==> src/rtl/gpc_4t_pkg.sv <==
// Shared types and defaults for the gpc_4t data-memory path.
// The d_mem arbiter and its response stage both import this package.
package gpc_4t_pkg;

    typedef struct packed {
        logic        req;
        logic        wr;
        logic [31:0] addr;
        logic [3:0]  byteena;
        logic [31:0] wdata;
    } t_dmem_req;

    typedef enum logic [1:0] {
        OWN_NONE = 2'd0,
        OWN_CORE = 2'd1,
        OWN_FAB  = 2'd2
    } t_dmem_owner;

    localparam int DMEM_STARVE_MAX = 4;
    localparam int DMEM_BYTES      = 4096;

    // A word access is legal only if its last byte lies inside the memory.
    // The sum is formed in 33 bits so that addresses near 2^32 cannot wrap.
    function automatic logic dmem_in_range(input logic [31:0] addr, input int unsigned mem_bytes);
        logic [32:0] last_byte;
        last_byte = {1'b0, addr} + 33'd3;
        return last_byte < 33'(mem_bytes);
    endfunction

endpackage

==> src/rtl/d_mem_arb_rsp.sv <==
// Read-response stage: remembers who owns the read in flight and steers the
// registered d_mem output back to that requester one cycle after the grant.
module d_mem_arb_rsp
    import gpc_4t_pkg::*;
(
    input  logic        clock,
    input  logic        rst,
    input  logic        rd_issue,
    input  t_dmem_owner rd_owner,
    input  logic        rd_oor,
    input  logic [31:0] mem_q,
    output logic        core_rvalid,
    output logic [31:0] core_rdata,
    output logic        fab_rvalid,
    output logic [31:0] fab_rdata
);

    t_dmem_owner rsp_own_reg, rsp_own_next;
    logic        rsp_oor_reg, rsp_oor_next;
    logic [31:0] rsp_data;

    always_ff @(posedge clock) begin
        if (rst) begin
            rsp_own_reg <= OWN_NONE;
            rsp_oor_reg <= 1'b0;
        end else begin
            rsp_own_reg <= rsp_own_next;
            rsp_oor_reg <= rsp_oor_next;
        end
    end

    always_comb begin
        rsp_own_next = OWN_NONE;
        rsp_oor_next = 1'b0;
        if (rd_issue) begin
            rsp_own_next = rd_owner;
            rsp_oor_next = rd_oor;
        end
    end

    // Responses are suppressed while rst is high so a read granted just
    // before reset never surfaces.
    always_comb begin
        rsp_data    = rsp_oor_reg ? 32'h0 : mem_q;
        core_rvalid = ~rst && (rsp_own_reg == OWN_CORE);
        fab_rvalid  = ~rst && (rsp_own_reg == OWN_FAB);
        core_rdata  = core_rvalid ? rsp_data : 32'h0;
        fab_rdata   = fab_rvalid  ? rsp_data : 32'h0;
    end

endmodule

==> src/rtl/d_mem_arb.sv <==
// Core/fabric arbiter for the single-port d_mem: core priority with an aging
// counter for fabric forward progress, range check, and read-response routing.
module d_mem_arb
    import gpc_4t_pkg::*;
#(
    parameter int MEM_BYTES  = DMEM_BYTES,
    parameter int STARVE_MAX = DMEM_STARVE_MAX
) (
    input  logic        clock,
    input  logic        rst,
    input  logic        core_req,
    input  logic        core_wr,
    input  logic [31:0] core_addr,
    input  logic [3:0]  core_byteena,
    input  logic [31:0] core_wdata,
    output logic        core_gnt,
    output logic        core_rvalid,
    output logic [31:0] core_rdata,
    input  logic        fab_req,
    input  logic        fab_wr,
    input  logic [31:0] fab_addr,
    input  logic [3:0]  fab_byteena,
    input  logic [31:0] fab_wdata,
    output logic        fab_gnt,
    output logic        fab_rvalid,
    output logic [31:0] fab_rdata,
    output logic [31:0] mem_address,
    output logic [3:0]  mem_byteena,
    output logic [31:0] mem_data,
    output logic        mem_rden,
    output logic        mem_wren,
    input  logic [31:0] mem_q,
    output logic        err_oor
);

    localparam int SC_W = $clog2(STARVE_MAX + 1);

    t_dmem_req   core_bus, fab_bus, win_bus;
    logic [SC_W-1:0] starve_cnt_reg, starve_cnt_next;
    logic        fab_prio, any_gnt, win_in_range, rd_issue;
    t_dmem_owner rd_owner;

    assign core_bus = '{req: core_req, wr: core_wr, addr: core_addr,
                        byteena: core_byteena, wdata: core_wdata};
    assign fab_bus  = '{req: fab_req, wr: fab_wr, addr: fab_addr,
                        byteena: fab_byteena, wdata: fab_wdata};

    // A starved fabric overrides the core; otherwise the core always wins.
    always_comb begin
        fab_prio = fab_req && (starve_cnt_reg == SC_W'(STARVE_MAX));
        core_gnt = ~rst & core_req & ~fab_prio;
        fab_gnt  = ~rst & fab_req & (fab_prio | ~core_req);
        win_bus  = fab_gnt ? fab_bus : core_bus;
        any_gnt  = win_bus.req & (core_gnt | fab_gnt);
        win_in_range = dmem_in_range(win_bus.addr, MEM_BYTES);
    end

    always_comb begin
        mem_address = 32'h0;
        mem_byteena = 4'h0;
        mem_data    = 32'h0;
        mem_rden    = 1'b0;
        mem_wren    = 1'b0;
        err_oor     = 1'b0;
        if (any_gnt) begin
            mem_address = win_bus.addr;
            mem_byteena = win_bus.byteena;
            mem_data    = win_bus.wdata;
            mem_rden    = ~win_bus.wr & win_in_range;
            mem_wren    = win_bus.wr & win_in_range;
            err_oor     = ~win_in_range;
        end
    end

    // Out-of-range reads still get a (zeroed) response, so they are issued
    // to the response stage even though d_mem never sees them.
    assign rd_issue = any_gnt & ~win_bus.wr;
    assign rd_owner = fab_gnt ? OWN_FAB : OWN_CORE;

    always_comb begin
        starve_cnt_next = starve_cnt_reg;
        if (fab_gnt || !fab_req) begin
            starve_cnt_next = '0;
        end else if (starve_cnt_reg != SC_W'(STARVE_MAX)) begin
            starve_cnt_next = starve_cnt_reg + SC_W'(1);
        end
    end

    always_ff @(posedge clock) begin
        if (rst) begin
            starve_cnt_reg <= '0;
        end else begin
            starve_cnt_reg <= starve_cnt_next;
        end
    end

    d_mem_arb_rsp u_rsp (
        .clock       (clock),
        .rst         (rst),
        .rd_issue    (rd_issue),
        .rd_owner    (rd_owner),
        .rd_oor      (~win_in_range),
        .mem_q       (mem_q),
        .core_rvalid (core_rvalid),
        .core_rdata  (core_rdata),
        .fab_rvalid  (fab_rvalid),
        .fab_rdata   (fab_rdata)
    );

endmodule

==> config.mk <==
export PLATFORM = sky130hd
export DESIGN_NAME = d_mem_arb
export DESIGN_NICKNAME = d
export VERILOG_FILES = /design/src/rtl/gpc_4t_pkg.sv /design/src/rtl/d_mem_arb_rsp.sv /design/src/rtl/d_mem_arb.sv
export SDC_FILE = /design/constraint.sdc
export NUM_CORES = 1
export LEC_CHECK = 0
export ABC_AREA = 1
export CAP_MARGIN = 10
export CORE_AREA = 2 2 121 123
export DETAILED_ROUTE_END_ITERATION = 12
export DIE_AREA = 0 0 123 125
export GPL_TIMING_DRIVEN = 0
export HOLD_SLACK_MARGIN = 0.03
export PLACE_DENSITY = 0.77
export SYNTH_ARGS = -nofsm -noshare
export SYNTH_HDL_FRONTEND = slang
export SYNTH_SLANG_ARGS = --single-unit
==> constraint.sdc <==
create_clock -name clock -period 3 [get_ports clock]
set_input_delay 0.6 -clock clock [delete_from_list [all_inputs] [get_ports clock]]
set_output_delay 0.6 -clock clock [all_outputs]
set_load 0.1 [all_outputs]
==> results of run 1 <==
## cell usage in the layout, fill, tap and decap left out, drive strengths merged, types with 2 or more instances in the layout
master and instances:
ha 2, nor3 67, buf 130, clkdlybuf4s50 171
inv 103, nand4 9, a21oi 38, nor2 120
dfxtp 6, nand3 49, and2 2, clkdlybuf4s15 7
dlygate4sd2 32, nand3b 20, o21ai 14, clkbuf 64
nand2 298
## kinds of logic (layout without fill, tap and decap cells)
group,Yosys count,in the layout
AOI/OAI and AO/OA,54,54
and+or+nand+nor,565,565
xor gates and xnor gates,1,1
adders and majority gates,2,2
buffers and inverters,149,510
DFF,6,6
## routing by layer
| metal | routed length (um) | global-route usage, % | up-vias |
|---|---|---|---|
| met5 | 21 | 0 | - |
| li1 | - | - | 3152 |
| met1 | 7710 | 29.56 | 2875 |
| met3 | 1650 | 4.927 | 66 |
| met4 | 972 | 11.10 | 4 |
| met2 | 10680 | 47.71 | 265 |
## what timing repair did
item / CTS / global route
pin swaps: 68 / 53
setup buffers: 34 / 10
endpoints found under the setup margin: 140 / 89
cloned: 4 / 0
resized for setup: 670 / 188
## layout make-up
class / instances / area, um2
plain buffers: 43 / 446.7
clock buffers: 3 / 75.07
fillers: 1308 / 5180
inverters: 105 / 415.4
multi-input cells: 622 / 4354
flip-flops and latches: 6 / 122.6
well taps: 184 / 230.2
repair buffers: 359 / 3379
## power breakdown
group / internal, mW / switching (mW)
logic: 0.564 / 1.12
registers: 0.0832 / 0.00128
clock network: 0.171 / 0.0425
total: 0.818 / 1.16
## through the flow
step | worst slack [ps] | setup TNS [ps]
5_1_grt | -709.8 | -2132
2_1_floorplan | -662.2 | -24130
4_1_cts | -467.9 | -1359
3_5_place_dp | -2361 | -154190
6_report | -586.2 | -1716
3_3_place_gp | -2318 | -151440
## path summary, 6_finish.rpt
kind | from | endpoint | slack, ps | cells after the start
max | starve_cnt_reg[1] | err_oor | -590 | 22
min | starve_cnt_reg[0] | starve_cnt_reg[0] | 530 | 2
max reg2reg | starve_cnt_reg[1] | u_rsp.rsp_oor_reg | 310 | 22
min reg2reg | starve_cnt_reg[0] | starve_cnt_reg[0] | 530 | 2
## critical path, stage by stage (launching register included)
cell and delay [ps]:
dfxtp_2 330, inv_2 50, ha_4 160, nand2_4 70, nand2_4 80, nand2_4 100, buf_8 150, buf_6 120
buf_8 120, nand2_2 60, nand2_2 100, nand2_4 60, nor2_4 130, nand2_2 90, nor2_4 190, nand3_1 150
nand3_1 100, nor2_1 50, nand3_1 110, nor2_4 70, buf_4 140, a21oi_4 160, buf_12 190
==> results_dict.tcl, run 1 <==
set metrics [dict create \
    path_clk_slew_ps 30 \
    syn_area_per_cell_um2 4.454 \
    yosysTopAreaCellShare_pct 31.78 \
    synth_xor_area_share_pct 0.2531 \
    initial_core_util_pct 24.37 \
    syn_area_mm2 0.003461 \
    largest_reg_flops 3 \
    fin_cells 1322 \
    cp-start-kind "register" \
    core-area_mm2 0.01420 \
    yosys_register_bits 6 \
    clkSinkCount 6 \
    ir_worst_vdd_uv 145.4 \
    synth_largest_area_cell "nand2_1" \
    syn_to_final_growth_pct 160.7 \
    yosysWarnings 0 \
    final_cell_area_mm2 0.009024 \
    first_global_vias 6130 \
    nets 1316 \
    rsz0062_at_grt "yes" \
    drtIter0Drc 315 \
    grtUsageTotal_pct 26.31 \
    fp-row-count 44 \
    yosysMostFrequentCell "nand2_1" \
    muxShareOfSynthArea_pct 0 \
    die_w_um 123 \
    worstPathArrival_ps 2990 \
    total_power_mw 1.980 \
    yosys.area_share.simple_pct 70.03 \
    synth_top_cells_by_area "nand2_1 (32%), nor2_1 (12%), inv_1 (11%)" \
    fmax_mhz 278.8 \
    status "finished, violations left" \
    hold_buffers 0 \
    hold_path.class "reg2reg" \
    fin_hold_ws_ps 528.7 \
    synth-compound-area-share_pct 7.990 \
    maxCapViolCount 0 \
    synthAdderAreaFrac_pct 0.7231 \
    drt_pass1_iterations 5 \
    die_height_um 125 \
    layout-drive-gt1-share_pct 40.60 \
    wl_um 21030 \
    end_kind "primary output" \
    grt_max_degree 11 \
    p_leak_nw 4.171 \
    htreeDepth 1 \
    place_area_mm2 0.008009 \
    path_class "reg2out" \
    antenna_found_initial 2 \
    io_pins 313 \
    gp_congestion 0.9367 \
    grt_pass1_wl_um 32240 \
    final_core_util_pct 63.53 \
    cp.required_ps 2400 \
    drc 0 \
    gr-total-overflow 0 \
    cts_tree "built" \
    p_per_area_mw_per_mm2 219.4 \
    synthesis.nets 953 \
    synth_commonest_cells "nand2_1 (293), nor2_1 (111), inv_1 (103)" \
    n_antenna_cell 0 \
    fin_crit_sh_pct 119.5 \
    syn-instance-count 777 \
    yosysSeqAreaShare_pct 3.471 \
    post-dp-hpwl_um 16770 \
    synth_top_family_by_area "simple AND/OR/NAND/NOR gates" \
    finalHoldViolCount 0 \
    dp.cells 1273 \
    dieArea_mm2 0.01538 \
    synth_edf_count 0 \
    synth_ff_type "dfxtp_1" \
    final-setup-viol-count 3 \
    ant_nets 0 \
    clk_latency_ps 230 \
    fin_skew_ps 2.050 \
    ys_types 28 \
    wl_per_cell_um 15.91 \
    slew_headroom_pct 31.52 \
    routed_via_density 4.812 \
    clockBufferDepth 2 \
    cts_root_buf "clkbuf_16" \
    drv_slew 0 \
    vias 6362 \
    portBuffers 312 \
    synth_async_sr_flop_share_pct 0 \
    worst_slew_pin_slew_ps 1031 \
    fin_ws_ps -586.2 \
    cts_made_buffers 3 \
    path_max_fanout 5 \
    violations "setup timing" \
    finalCriticalPeriod_ps 3586 \
]
Power figures use the tool's default switching activity.
==> run 2: changes to the inputs <==
- CAP_MARGIN: 10 -> 20
- SLEW_MARGIN: unset -> 10
==> results of run 2 <==
The final DEF is identical to that of run 1; final timing and power are the same.
